File: config.mk
export PLATFORM = sky130hd
export DESIGN_NAME = axi4_lite_mtimer_flat
export DESIGN_NICKNAME = d
export VERILOG_FILES = /design/src/rtl/lexington_pkg.sv /design/src/rtl/axi4_lite_if.sv /design/src/rtl/axi4_lite_mtimer_core.sv /design/src/rtl/axi4_lite_mtimer.sv /design/src/flat_wrapper.sv
export SDC_FILE = /design/constraint.sdc
export NUM_CORES = 1
export LEC_CHECK = 0
export ABC_CLOCK_PERIOD_IN_PS = 12750
export CAP_MARGIN = 20
export CORE_UTILIZATION = 45
export CTS_CLUSTER_SIZE = 24
export DETAILED_ROUTE_END_ITERATION = 10
export GPL_TIMING_DRIVEN = 1
export PLACE_DENSITY_LB_ADDON = 0.08
export SYNTH_ARGS = -nofsm -noshare
export SYNTH_HDL_FRONTEND = slang
export SYNTH_SLANG_ARGS = --single-unit
File: constraint.sdc
create_clock -name clk -period 12.75 [get_ports clk]
set_input_delay 1.275 -clock clk [delete_from_list [all_inputs] [get_ports clk]]
set_output_delay 1.275 -clock clk [all_outputs]
set_load 0.01 [all_outputs]
File: src/rtl/lexington_pkg.sv
// Shared lexington definitions: machine-timer register offsets, control layout and reset values.
package lexington;
  localparam int DEFAULT_AXI_ADDR_WIDTH = 32;

  localparam logic [4:0] MTIMER_MTIME_LO_OFFSET    = 5'h00;
  localparam logic [4:0] MTIMER_MTIME_HI_OFFSET    = 5'h04;
  localparam logic [4:0] MTIMER_MTIMECMP_LO_OFFSET = 5'h08;
  localparam logic [4:0] MTIMER_MTIMECMP_HI_OFFSET = 5'h0C;
  localparam logic [4:0] MTIMER_CTRL_OFFSET        = 5'h10;

  typedef struct packed {
    logic [7:0] prescale;
    logic       en;
  } mtimer_ctrl_t;

  localparam mtimer_ctrl_t MTIMER_CTRL_RESET = '{prescale: 8'h00, en: 1'b1};
  localparam logic [63:0]  MTIMER_CMP_RESET  = 64'hFFFF_FFFF_FFFF_FFFF;

  function automatic logic [31:0] apply_wstrb(input logic [31:0] old_v,
                                               input logic [31:0] new_v,
                                               input logic [3:0]  strb);
    logic [31:0] res;
    for (int i = 0; i < 4; i++) res[i*8 +: 8] = strb[i] ? new_v[i*8 +: 8] : old_v[i*8 +: 8];
    return res;
  endfunction

  function automatic logic [31:0] ctrl_word(input mtimer_ctrl_t c);
    return {16'h0000, c.prescale, 7'h00, c.en};
  endfunction

  function automatic logic addr_ok(input logic [4:0] a);
    return (a[1:0] == 2'b00) && (a <= MTIMER_CTRL_OFFSET);
  endfunction
endpackage

File: src/rtl/axi4_lite_if.sv
// AXI4-Lite bus bundle, 32-bit data, with manager/subordinate views and response codes.
interface axi4_lite #(parameter int ADDR_WIDTH = lexington::DEFAULT_AXI_ADDR_WIDTH);
  localparam logic [1:0] RESP_OKAY   = 2'b00;
  localparam logic [1:0] RESP_SLVERR = 2'b10;

  logic [ADDR_WIDTH-1:0] araddr;
  logic [2:0]            arprot;
  logic                  arvalid;
  logic                  arready;
  logic [31:0]           rdata;
  logic [1:0]            rresp;
  logic                  rvalid;
  logic                  rready;
  logic [ADDR_WIDTH-1:0] awaddr;
  logic [2:0]            awprot;
  logic                  awvalid;
  logic                  awready;
  logic [31:0]           wdata;
  logic [3:0]            wstrb;
  logic                  wvalid;
  logic                  wready;
  logic [1:0]            bresp;
  logic                  bvalid;
  logic                  bready;

  modport manager (
    output araddr, arprot, arvalid, rready, awaddr, awprot, awvalid, wdata, wstrb, wvalid, bready,
    input  arready, rdata, rresp, rvalid, awready, wready, bresp, bvalid
  );

  modport subordinate (
    input  araddr, arprot, arvalid, rready, awaddr, awprot, awvalid, wdata, wstrb, wvalid, bready,
    output arready, rdata, rresp, rvalid, awready, wready, bresp, bvalid
  );
endinterface

File: src/rtl/axi4_lite_mtimer_core.sv
// Machine timer datapath: mtime/mtimecmp/CTRL, tick generation, compare and mtip register.
// Optional prescaler enabled by LEXINGTON_MTIMER_PRESCALE_EN.
module mtimer_core
  import lexington::*;
(
  input  logic         clk,
  input  logic         rst,
  input  logic         we_mtime_lo,
  input  logic         we_mtime_hi,
  input  logic         we_cmp_lo,
  input  logic         we_cmp_hi,
  input  logic         we_ctrl,
  input  logic [3:0]   wstrb,
  input  logic [31:0]  wdata,
  output logic [63:0]  mtime,
  output logic [63:0]  mtimecmp,
  output mtimer_ctrl_t ctrl,
  output logic         mtip
);
  logic        tick;
  logic [31:0] ctrl_wr;

  assign ctrl_wr = apply_wstrb(ctrl_word(ctrl), wdata, wstrb);

`ifdef LEXINGTON_MTIMER_PRESCALE_EN
  logic [7:0] psc_cnt;
  logic       unused_ctrl_bits;

  assign unused_ctrl_bits = ^{ctrl_wr[31:16], ctrl_wr[7:1]};
  assign tick = ctrl.en && (psc_cnt == ctrl.prescale);

  always_ff @(posedge clk or posedge rst) begin
    if (rst)                            psc_cnt <= 8'h00;
    else if (we_ctrl || !ctrl.en || tick) psc_cnt <= 8'h00;
    else                                psc_cnt <= psc_cnt + 8'h01;
  end

  always_ff @(posedge clk or posedge rst) begin
    if (rst)          ctrl <= MTIMER_CTRL_RESET;
    else if (we_ctrl) ctrl <= '{prescale: ctrl_wr[15:8], en: ctrl_wr[0]};
  end
`else
  logic unused_ctrl_bits;

  assign unused_ctrl_bits = ^ctrl_wr[31:1];
  assign tick = ctrl.en;

  always_ff @(posedge clk or posedge rst) begin
    if (rst)          ctrl <= MTIMER_CTRL_RESET;
    else if (we_ctrl) ctrl <= '{prescale: 8'h00, en: ctrl_wr[0]};
  end
`endif

  // A bus write to either half suppresses the tick for that cycle.
  always_ff @(posedge clk or posedge rst) begin
    if (rst) mtime <= 64'h0;
    else if (we_mtime_lo || we_mtime_hi)
      mtime <= {we_mtime_hi ? apply_wstrb(mtime[63:32], wdata, wstrb) : mtime[63:32],
                we_mtime_lo ? apply_wstrb(mtime[31:0],  wdata, wstrb) : mtime[31:0]};
    else if (tick) mtime <= mtime + 64'h1;
  end

  always_ff @(posedge clk or posedge rst) begin
    if (rst) mtimecmp <= MTIMER_CMP_RESET;
    else if (we_cmp_lo || we_cmp_hi)
      mtimecmp <= {we_cmp_hi ? apply_wstrb(mtimecmp[63:32], wdata, wstrb) : mtimecmp[63:32],
                   we_cmp_lo ? apply_wstrb(mtimecmp[31:0],  wdata, wstrb) : mtimecmp[31:0]};
  end

  always_ff @(posedge clk or posedge rst) begin
    if (rst) mtip <= 1'b0;
    else     mtip <= (mtime >= mtimecmp);
  end
endmodule

File: src/rtl/axi4_lite_mtimer.sv
// AXI4-Lite front end of the RISC-V machine timer: read/write FSMs, decode, hi_shadow.
// Prescaler option: LEXINGTON_MTIMER_PRESCALE_EN (see mtimer_core).
module axi4_lite_mtimer
  import lexington::*;
#(
  parameter int ADDR_WIDTH = DEFAULT_AXI_ADDR_WIDTH
) (
  input  logic         clk,
  input  logic         rst,
  axi4_lite.subordinate axi_s,
  output logic         mtip
);
  typedef enum logic {RD_IDLE, RD_RESP} rd_state_t;
  typedef enum logic [1:0] {WR_IDLE, WR_AW_DONE, WR_W_DONE, WR_RESP} wr_state_t;

  rd_state_t    rd_state, rd_next;
  wr_state_t    wr_state, wr_next;
  logic [63:0]  mtime, mtimecmp;
  mtimer_ctrl_t ctrl;
  logic [31:0]  hi_shadow, rd_mux;
  logic [4:0]   rd_addr, aw_q, wr_addr;
  logic [31:0]  w_data_q, wr_data;
  logic [3:0]   w_strb_q, wr_strb;
  logic         ar_hs, aw_hs, w_hs, commit;
  logic         unused_bits;

  assign unused_bits = ^{axi_s.araddr[ADDR_WIDTH-1:5], axi_s.awaddr[ADDR_WIDTH-1:5],
                         axi_s.arprot, axi_s.awprot};

  assign axi_s.arready = !rst && (rd_state == RD_IDLE);
  assign axi_s.rvalid  = (rd_state == RD_RESP);
  assign axi_s.awready = !rst && (wr_state == WR_IDLE || wr_state == WR_W_DONE);
  assign axi_s.wready  = !rst && (wr_state == WR_IDLE || wr_state == WR_AW_DONE);
  assign axi_s.bvalid  = (wr_state == WR_RESP);

  assign ar_hs   = axi_s.arvalid && axi_s.arready;
  assign aw_hs   = axi_s.awvalid && axi_s.awready;
  assign w_hs    = axi_s.wvalid  && axi_s.wready;
  assign rd_addr = axi_s.araddr[4:0];

  always_ff @(posedge clk or posedge rst) begin
    if (rst) begin
      rd_state <= RD_IDLE;
      wr_state <= WR_IDLE;
    end else begin
      rd_state <= rd_next;
      wr_state <= wr_next;
    end
  end

  always_comb begin
    rd_next = rd_state;
    case (rd_state)
      RD_IDLE: if (axi_s.arvalid) rd_next = RD_RESP;
      RD_RESP: if (axi_s.rready)  rd_next = RD_IDLE;
      default: rd_next = RD_IDLE;
    endcase
  end

  // Invalid offsets fall through to zero, which is also the SLVERR data.
  always_comb begin
    rd_mux = 32'h0;
    case (rd_addr)
      MTIMER_MTIME_LO_OFFSET:    rd_mux = mtime[31:0];
      MTIMER_MTIME_HI_OFFSET:    rd_mux = hi_shadow;
      MTIMER_MTIMECMP_LO_OFFSET: rd_mux = mtimecmp[31:0];
      MTIMER_MTIMECMP_HI_OFFSET: rd_mux = mtimecmp[63:32];
      MTIMER_CTRL_OFFSET:        rd_mux = ctrl_word(ctrl);
      default:                   rd_mux = 32'h0;
    endcase
  end

  always_ff @(posedge clk or posedge rst) begin
    if (rst) begin
      axi_s.rdata <= 32'h0;
      axi_s.rresp <= axi_s.RESP_OKAY;
      hi_shadow   <= 32'h0;
    end else if (ar_hs) begin
      axi_s.rdata <= rd_mux;
      axi_s.rresp <= addr_ok(rd_addr) ? axi_s.RESP_OKAY : axi_s.RESP_SLVERR;
      if (rd_addr == MTIMER_MTIME_LO_OFFSET) hi_shadow <= mtime[63:32];
    end
  end

  // The later channel's payload is taken live so the commit lands on its handshake edge.
  always_comb begin
    wr_next = wr_state;
    commit  = 1'b0;
    wr_addr = axi_s.awaddr[4:0];
    wr_data = axi_s.wdata;
    wr_strb = axi_s.wstrb;
    case (wr_state)
      WR_IDLE: begin
        if (aw_hs && w_hs) begin
          commit  = 1'b1;
          wr_next = WR_RESP;
        end else if (aw_hs) wr_next = WR_AW_DONE;
        else if (w_hs)      wr_next = WR_W_DONE;
      end
      WR_AW_DONE: begin
        wr_addr = aw_q;
        if (w_hs) begin
          commit  = 1'b1;
          wr_next = WR_RESP;
        end
      end
      WR_W_DONE: begin
        wr_data = w_data_q;
        wr_strb = w_strb_q;
        if (aw_hs) begin
          commit  = 1'b1;
          wr_next = WR_RESP;
        end
      end
      WR_RESP: if (axi_s.bready) wr_next = WR_IDLE;
      default: wr_next = WR_IDLE;
    endcase
  end

  always_ff @(posedge clk or posedge rst) begin
    if (rst) begin
      aw_q        <= 5'h0;
      w_data_q    <= 32'h0;
      w_strb_q    <= 4'h0;
      axi_s.bresp <= axi_s.RESP_OKAY;
    end else begin
      if (aw_hs) aw_q <= axi_s.awaddr[4:0];
      if (w_hs) begin
        w_data_q <= axi_s.wdata;
        w_strb_q <= axi_s.wstrb;
      end
      if (commit) axi_s.bresp <= addr_ok(wr_addr) ? axi_s.RESP_OKAY : axi_s.RESP_SLVERR;
    end
  end

  mtimer_core u_core (
    .clk        (clk),
    .rst        (rst),
    .we_mtime_lo(commit && wr_addr == MTIMER_MTIME_LO_OFFSET),
    .we_mtime_hi(commit && wr_addr == MTIMER_MTIME_HI_OFFSET),
    .we_cmp_lo  (commit && wr_addr == MTIMER_MTIMECMP_LO_OFFSET),
    .we_cmp_hi  (commit && wr_addr == MTIMER_MTIMECMP_HI_OFFSET),
    .we_ctrl    (commit && wr_addr == MTIMER_CTRL_OFFSET),
    .wstrb      (wr_strb),
    .wdata      (wr_data),
    .mtime      (mtime),
    .mtimecmp   (mtimecmp),
    .ctrl       (ctrl),
    .mtip       (mtip)
  );
endmodule

File: src/flat_wrapper.sv
// flat-port wrapper written by rule: the top's interface ports become plain ports
module axi4_lite_mtimer_flat import lexington::*;
#(
  parameter int ADDR_WIDTH = DEFAULT_AXI_ADDR_WIDTH
)
  (clk, rst, mtip, axi_s_araddr, axi_s_arprot, axi_s_arvalid, axi_s_rready, axi_s_awaddr, axi_s_awprot, axi_s_awvalid, axi_s_wdata, axi_s_wstrb, axi_s_wvalid, axi_s_bready, axi_s_arready, axi_s_rdata, axi_s_rresp, axi_s_rvalid, axi_s_awready, axi_s_wready, axi_s_bresp, axi_s_bvalid);
  axi4_lite #(.ADDR_WIDTH(ADDR_WIDTH)) axi_s_i ();
  input  logic clk;
  input  logic rst;
  output logic mtip;
  input wire logic [$bits(axi_s_i.araddr)-1:0] axi_s_araddr;
  input wire logic [$bits(axi_s_i.arprot)-1:0] axi_s_arprot;
  input wire logic [$bits(axi_s_i.arvalid)-1:0] axi_s_arvalid;
  input wire logic [$bits(axi_s_i.rready)-1:0] axi_s_rready;
  input wire logic [$bits(axi_s_i.awaddr)-1:0] axi_s_awaddr;
  input wire logic [$bits(axi_s_i.awprot)-1:0] axi_s_awprot;
  input wire logic [$bits(axi_s_i.awvalid)-1:0] axi_s_awvalid;
  input wire logic [$bits(axi_s_i.wdata)-1:0] axi_s_wdata;
  input wire logic [$bits(axi_s_i.wstrb)-1:0] axi_s_wstrb;
  input wire logic [$bits(axi_s_i.wvalid)-1:0] axi_s_wvalid;
  input wire logic [$bits(axi_s_i.bready)-1:0] axi_s_bready;
  output wire logic [$bits(axi_s_i.arready)-1:0] axi_s_arready;
  output wire logic [$bits(axi_s_i.rdata)-1:0] axi_s_rdata;
  output wire logic [$bits(axi_s_i.rresp)-1:0] axi_s_rresp;
  output wire logic [$bits(axi_s_i.rvalid)-1:0] axi_s_rvalid;
  output wire logic [$bits(axi_s_i.awready)-1:0] axi_s_awready;
  output wire logic [$bits(axi_s_i.wready)-1:0] axi_s_wready;
  output wire logic [$bits(axi_s_i.bresp)-1:0] axi_s_bresp;
  output wire logic [$bits(axi_s_i.bvalid)-1:0] axi_s_bvalid;
  assign axi_s_i.araddr = axi_s_araddr;
  assign axi_s_i.arprot = axi_s_arprot;
  assign axi_s_i.arvalid = axi_s_arvalid;
  assign axi_s_i.rready = axi_s_rready;
  assign axi_s_i.awaddr = axi_s_awaddr;
  assign axi_s_i.awprot = axi_s_awprot;
  assign axi_s_i.awvalid = axi_s_awvalid;
  assign axi_s_i.wdata = axi_s_wdata;
  assign axi_s_i.wstrb = axi_s_wstrb;
  assign axi_s_i.wvalid = axi_s_wvalid;
  assign axi_s_i.bready = axi_s_bready;
  assign axi_s_arready = axi_s_i.arready;
  assign axi_s_rdata = axi_s_i.rdata;
  assign axi_s_rresp = axi_s_i.rresp;
  assign axi_s_rvalid = axi_s_i.rvalid;
  assign axi_s_awready = axi_s_i.awready;
  assign axi_s_wready = axi_s_i.wready;
  assign axi_s_bresp = axi_s_i.bresp;
  assign axi_s_bvalid = axi_s_i.bvalid;
  axi4_lite_mtimer #(.ADDR_WIDTH(ADDR_WIDTH)) u_core (.clk(clk), .rst(rst), .axi_s(axi_s_i), .mtip(mtip));
endmodule
Word-level counts from Yosys, hierarchy flattened
Index checks and enable logic that the tools add are counted.

cells by class
  reductions and logical operators = 44
  $lt $le $gt $ge = 3
  eq/ne operators = 21
  add/sub/neg operators = 1
  bitwise gates (word level) = 1
  mux-type cells = 28

operators by type and width
  operator               count
  $pmux 32 s5            1
  $mux 64                2
  $mux 32                3
  $add 64x1->64 const B  1
  $ge 64x64->1           1
  $reduce_and 3->1       16
  $mux 8                 4
  $eq 5x4->1 const B     4
  $mux 2                 8
  $logic_and 1x1->1      14
  $ne 2x2->1 const B     7
  $eq 5x3->1 const B     2
  $eq 5x5->1 const B     2
  $le 5x5->1 const B     2
  $logic_not 5->1        2
  $pmux 2 s4             1
  $logic_not 2->1        3
  $mux 1                 5
  $mux 5                 1
  $eq 2x2->1 const B     2
  $logic_or 1x1->1       4
  $mux 4                 1
  $ne 2x1->1 const B     2
  $ne 4x1->1 const B     1
  8 further kinds        9

storage, ports and cells
  logic and storage cells = 125
  input bits = 113
  register bits after elaboration = 242
  output and inout port bits = 42

Logic depth before layout (Yosys ltp)
  depth in word-level cells = 11
  mapped depth = 11
  gate-level depth less buffers = 8

By module
From an unflattened synthesis, not the netlist that was laid out.

unflattened totals
  cell total of the unflattened synthesis = 1303
  area total of the unflattened synthesis = 14132.3 um^2

by module, submodules not included
  module            cells an instance  area an instance (um^2)  sequential area each (um^2)  times used
  mtimer_core       904                8282.9                   3334.4                       1
  axi4_lite_mtimer  399                5849.4                   2752.6                       1

Worst setup path after synthesis
OpenSTA, ideal clock, no wires.

  kind = input port to flip-flop
  start point = input port rst
  end point = register u_core.u_core.mtimecmp[24]
  buffers on the path = 2
  library setup time = 0.079 ns
  arrival = 8.630 ns
  data required time = 12.671 ns
  cell stages on the path = 8
  setup slack = 4.041 ns
  cells stage by stage = inv_1 -> o211ai_1 -> a21boi_0 -> and3_1 -> clkbuf_1 -> clkbuf_1 -> nand2_1 -> o21ai_0

on the way
  cells in the longest elaborated chain, start to end = 9
  elaborated cells on any way between the ends = 14
  those cells by class = mux: 4; reduce/logical: 10

RTL lines
  item                                  line                                              RTL
  start: declaration                    flat_wrapper.sv:9                                 input logic rst;
  $logic_not 1->1 (*)                   axi4_lite_mtimer.sv:32, axi4_lite_mtimer.sv:33
  $logic_and 1x1->1 (on tied branches)  axi4_lite_mtimer.sv:32, axi4_lite_mtimer.sv:33
  $logic_and 1x1->1 (on tied branches)  axi4_lite_mtimer.sv:37, axi4_lite_mtimer.sv:38
  $logic_and 1x1->1                     axi4_lite_mtimer.sv:94                            if (aw_hs && w_hs) begin
  $mux 1                                axi4_lite_mtimer.sv:94
  $pmux 1 s3 (*)                        axi4_lite_mtimer.sv:92                            case (wr_state)
  $logic_and 1x1->1 (on tied branches)  axi4_lite_mtimer.sv:141, axi4_lite_mtimer.sv:142
  $logic_or 1x1->1                      axi4_lite_mtimer_core.sv:65                       else if (we_cmp_lo || we_cmp_hi)
  $reduce_and 3->1 (no line) (*)        n/a
  end signal: assignment                axi4_lite_mtimer_core.sv:66                       mtimecmp <= {we_cmp_hi ? apply_wstrb(mtimecmp[63:32], wdata, wstrb) : mtimecmp[63:32],
  end: declaration                      axi4_lite_mtimer_core.sv:16                       output logic [63:0] mtimecmp,

Every way passes the cells marked *; elsewhere a longest branch is shown, timed or not.
A chain may end at the register's enable or synchronous reset.

Worst setup path after layout
  start point = input port rst
  end point = register u_core.u_core.mtime[1]

on the way
  cells in the longest elaborated chain, start to end = 10
  elaborated cells on any way between the ends = 18
  those cells by class = eq/ne: 2; mux: 5; reduce/logical: 11

RTL lines
  item                                                              line                                              RTL
  $logic_not 1->1 (*)                                               axi4_lite_mtimer.sv:32, axi4_lite_mtimer.sv:33
  $logic_and 1x1->1 (on tied branches)                              axi4_lite_mtimer.sv:32, axi4_lite_mtimer.sv:33
  $logic_and 1x1->1 (on tied branches)                              axi4_lite_mtimer.sv:37, axi4_lite_mtimer.sv:38
  $logic_and 1x1->1                                                 axi4_lite_mtimer.sv:94
  $mux 1                                                            axi4_lite_mtimer.sv:94
  $pmux 1 s3 (*)                                                    axi4_lite_mtimer.sv:92
  $logic_and 1x1->1 (on tied branches)                              axi4_lite_mtimer.sv:139, axi4_lite_mtimer.sv:140
  $logic_or 1x1->1                                                  axi4_lite_mtimer_core.sv:57                       else if (we_mtime_lo || we_mtime_hi)
  $ne 2x2->1 (no line) / $reduce_bool 2->1 (equally long branches)  n/a
  $reduce_and 3->1 (no line)                                        n/a
  end signal: assignment                                            axi4_lite_mtimer_core.sv:58                       mtime <= {we_mtime_hi ? apply_wstrb(mtime[63:32], wdata, wstrb) : mtime[63:32],
  end signal: assignment                                            axi4_lite_mtimer_core.sv:60                       else if (tick) mtime <= mtime + 64'h1;
  end: declaration                                                  axi4_lite_mtimer_core.sv:15                       output logic [63:0] mtime,

Marked as above.

==> summary.md <==
| Metric | Value |
|---|---|
| Status | `finished, final reports clean` |
| Antenna diodes | `0` |
| Cells on worst reg2reg path | `9` |
| Routed Antenna Nets | `0` |
| CP required | `13.19 ns` |
| Ports | `155` |
| Final worst path period need | `4.60 ns` |
| Arrival time at the worst endpoint | `5.05 ns` |
| Register share of total power | `0.421` |
| Critical path's most frequent cell | `buf_4` |
| Synth warn | `0` |
| Hold WC Path Type | `reg -> reg` |
| Synth top area share | `0.317` |
| Number of port buffers | `92` |
| Final hold vios | `0` |
| GP Congestion | `0.893` |
| Slew @ Worst Pin | `1.10 ns` |
| Vias/cell | `6.00` |
| Net Switching | `1170 uW` |
| Critical Path Sink Type | `flop` |
| CTS clk-pin slew, worst paths | `0.06 ns` |
| Seq/Total Area, Yosys | `0.440` |
| Starting Density | `0.462` |
| Tcrit/Tclk final | `0.361` |
| DR DRC count | `0` |
| Synth unique cells | `69` |
| Slowest cell on crit path | `clkdlybuf4s50_1` |
| R2r setup slk | `8.60 ns` |
| Combinational share of power | `0.327` |
| VDD IR max | `117 uV` |
| Mapped Area | `13,800 sq um` |
| Post-DP HPWL | `28.0 mm` |
| Final Max Tran Viols | `0` |
| Crit path cell chain | `clkdlybuf4s50_1 > inv_8 > o211a_1 > o21ai_4 > buf_4 > buf_4 > a32o_1 > mux2_2` |
| Worst clock skew | `0.0332 ns` |
| Critical Path Source Type | `input port` |
| CP max FO | `120` |
| Die Area | `31,400 sq um` |
| Power Density | `198 nW/um^2` |
| Gr ovfl total | `0` |
| DR vias | `11,500` |
| Post-synth EDFFs | `0` |
| Max Buffers Root-to-Sink | `3` |
| Worst Hold Launch | `u_core.u_core.mtimecmp[32]$_DFFE_PP1P_` |
| First-pass GRT wire length | `64.7 mm` |
| Crit Path Category | `in -> reg` |
| Core box area | `30,000 sq um` |
| Rows | `63` |
| Fill count | `2,773` |
| Final setup TNS | `0 ns` |
| Setup Buffers After CTS | `0` |
| DRT iter0 DRCs | `927` |
| Later-pin clock latency in the skew report | `0.56 ns` |
| Initial antenna violation count | `0` |
| Max cap viols | `0` |
| Clock power frac | `0.252` |
| Wirelength per Cell | `21.0 um` |
| CTS tree | `yes` |
| WHS Endpoint | `u_core.u_core.mtimecmp[32]$_DFFE_PP1P_` |
| FF-to-FF Start | `u_core.wr_state[1]$_DFFE_PP0P_` |
| Largest family of logic cells by synthesized area | `compound AO/OA/AOI/OAI gates` |
| Top cells by area, synth | `dfrtp_1 32%, dfstp_2 12%, mux2_2 8.8%` |
| Commonest non-fill, non-tap cell in the layout | `nand2_1` |
| FF-to-FF End | `u_core.u_core.mtime[56]$_DFFE_PP0P_` |
| Area growth from synthesis to layout | `15.6%` |
| Vias in the first global route | `11,300` |
| CTS root buf | `clkbuf_16` |
| Final Non-Filler Cells | `1,916` |
| Layout cell share with drive strength beyond 1 | `0.168` |
| Chip Height | `177 um` |
| Cell taking the most area after synthesis | `dfrtp_1` |
| Area of the multi-input gates | `7160 sq um` |
| GR Util All Layers | `0.263` |
| Switching Share | `0.370` |
| Fmax | `217 MHz` |
| XOR/XNOR share of the synthesized area | `0` |
| Htree depth | `1` |
| Detailed-route wire length | `40.3 mm` |
| Drt pass-1 iters | `6` |
| Multiplexer area fraction after synthesis | `0.104` |
| Internal power contribution | `1990 uW` |
| Crit-path leading delay family | `buffers and inverters` |
| Num CTS Buffers | `27` |
| Crit path buf inv count | `4` |
| Largest net degree at the start of global routing | `121` |
| RSZ-0062 raised after global routing | `no` |
| Placed Cells | `1,867` |
| Most frequent cells in the layout | `180 x nand2_1, 175 x dfrtp_1, 117 x a21oi_1, 108 x mux2_2, 92 x clkdlybuf4s50_1` |
| CTS Sinks | `240` |
| Mapped Avg Cell Area | `9.55 sq um` |
| Adder-cell area share of the yosys netlist | `0.0633` |
| Async SR Flop Fraction | `1.00` |
| Normalized max-slew margin | `0.261` |
| Chip width | `177 um` |
| Hold buffers post-CTS | `0` |
| Final number of setup-violating endpoints | `0` |
| Main synth FF type | `dfrtp_1` |
| Register area | `6090 sq um` |
| Compound-Gate Fraction of Synth Area | `0.191` |
| Layout Nets | `1,689` |
| Max incr delay on CP | `0.77 ns` |
| Simple-gate portion of the synthesized area | `0.155` |
| Worst path depth | `8` |
| P_leak | `0.00728 uW` |
| Worst hold path depth | `2` |
| Seq cells post-synth | `240` |
| Post_cts resized | `0` |
| Cells after Synth | `1,448` |
==> worst max-delay path by stage <==
stage               startpoint                                endpoint  slack, ns
floorplan                  rst  u_core.u_core.mtimecmp[24]$_DFFE_PP1P_       4.04
global placement           rst      u_core.u_core.mtime[1]$_DFFE_PP0P_       7.53
detailed placement         rst      u_core.u_core.mtime[1]$_DFFE_PP0P_       7.53
CTS                        rst      u_core.u_core.mtime[1]$_DFFE_PP0P_       8.11
global route               rst      u_core.u_core.mtime[1]$_DFFE_PP0P_       7.85
finish                     rst      u_core.u_core.mtime[1]$_DFFE_PP0P_       8.15
==> routing by layer <==
layer / routed length (um) / GRT usage
met1: 19300 / 0.380
met2: 18000 / 0.412
met3: 2020 / 0.0332
met4: 951 / 0.0694
met5: 0 / 0
==> layout make-up <==
class,count,area share
clock buffer,45,0.0515
sequential,240,0.381
clock inverter,4,0.00462
multi-input combinational,1045,0.448
timing repair buffer,107,0.0646
inverter,85,0.0204
tap,390,0.0305
==> power groups by stage <==
stage | Clock (uW) | Sequential [uW] | Combinational (uW)
floorplan | 0 | 1230 | 769
global placement | 0 | 1330 | 1000
detailed placement | 0 | 1340 | 1030
CTS | 810 | 1330 | 1040
global route | 843 | 1370 | 1160
finish | 796 | 1330 | 1030
==> synth_stat cells, types with 10 or more instances <==
library cell    n
a21oi_1       118
clkbuf_1       64
ha_1           70
nor3_1         22
inv_1          85
mux2_2        108
dfstp_2        65
nor4_1         15
and4_1         11
a222oi_1       32
and3_1         20
nor2_1         78
o22a_1         19
nand4_1        34
a21o_1         12
dfrtp_1       175
o21ai_0        91
a22o_1         32
mux2i_1        19
or2_2          10
nand3_1        45
nand2_1       181
==> sequential cells by signal, indices dropped and copies added, names as in the netlist, 2 cells and up <==
name                    count
u_core.aw_q                 5
u_core.w_data_q            32
u_core.w_strb_q             4
u_core.wr_state             2
u_core.hi_shadow           32
u_core.u_core.mtime        64
u_core.axi_s.rdata         32
u_core.u_core.mtimecmp     64
==> logic make-up after synthesis <==
| family | after synthesis |
|---|---|
| and+or+nand+nor | 450 |
| adders and majority gates | 70 |
| muxes | 129 |
| buffers and inverters | 164 |
| other | 1 |
| DFF | 240 |
| AOI/OAI and AO/OA | 394 |
==> worst reg2reg max path, stage by stage, from the launching register on <==
cell and delay [ns]:
dfrtp_1 0.40, inv_1 0.12, ha_1 0.52, or4b_1 0.56, a2111oi_2 0.49, a21boi_4 0.25
buf_4 0.52, mux2i_1 0.75, a21oi_1 0.08, o2bb2a_1 0.31
==> stage by stage <==
stage | setup slack (ns) | hold slack [ns] | power [uW] | utilization | area (sq um)
after floorplan | 4.04 | 0.466 | 2000 | - | 13800
after global placement | 7.53 | 0.480 | 2330 | 0.504 | 15100
after detailed placement | 7.53 | 0.483 | 2370 | 0.504 | 15100
after CTS | 8.11 | 0.494 | 3170 | 0.534 | 16000
after global routing | 7.85 | 0.514 | 3380 | 0.534 | 16000
final | 8.15 | 0.490 | 3160 | 0.534 | 16000
(Power assumes the default switching activity.)
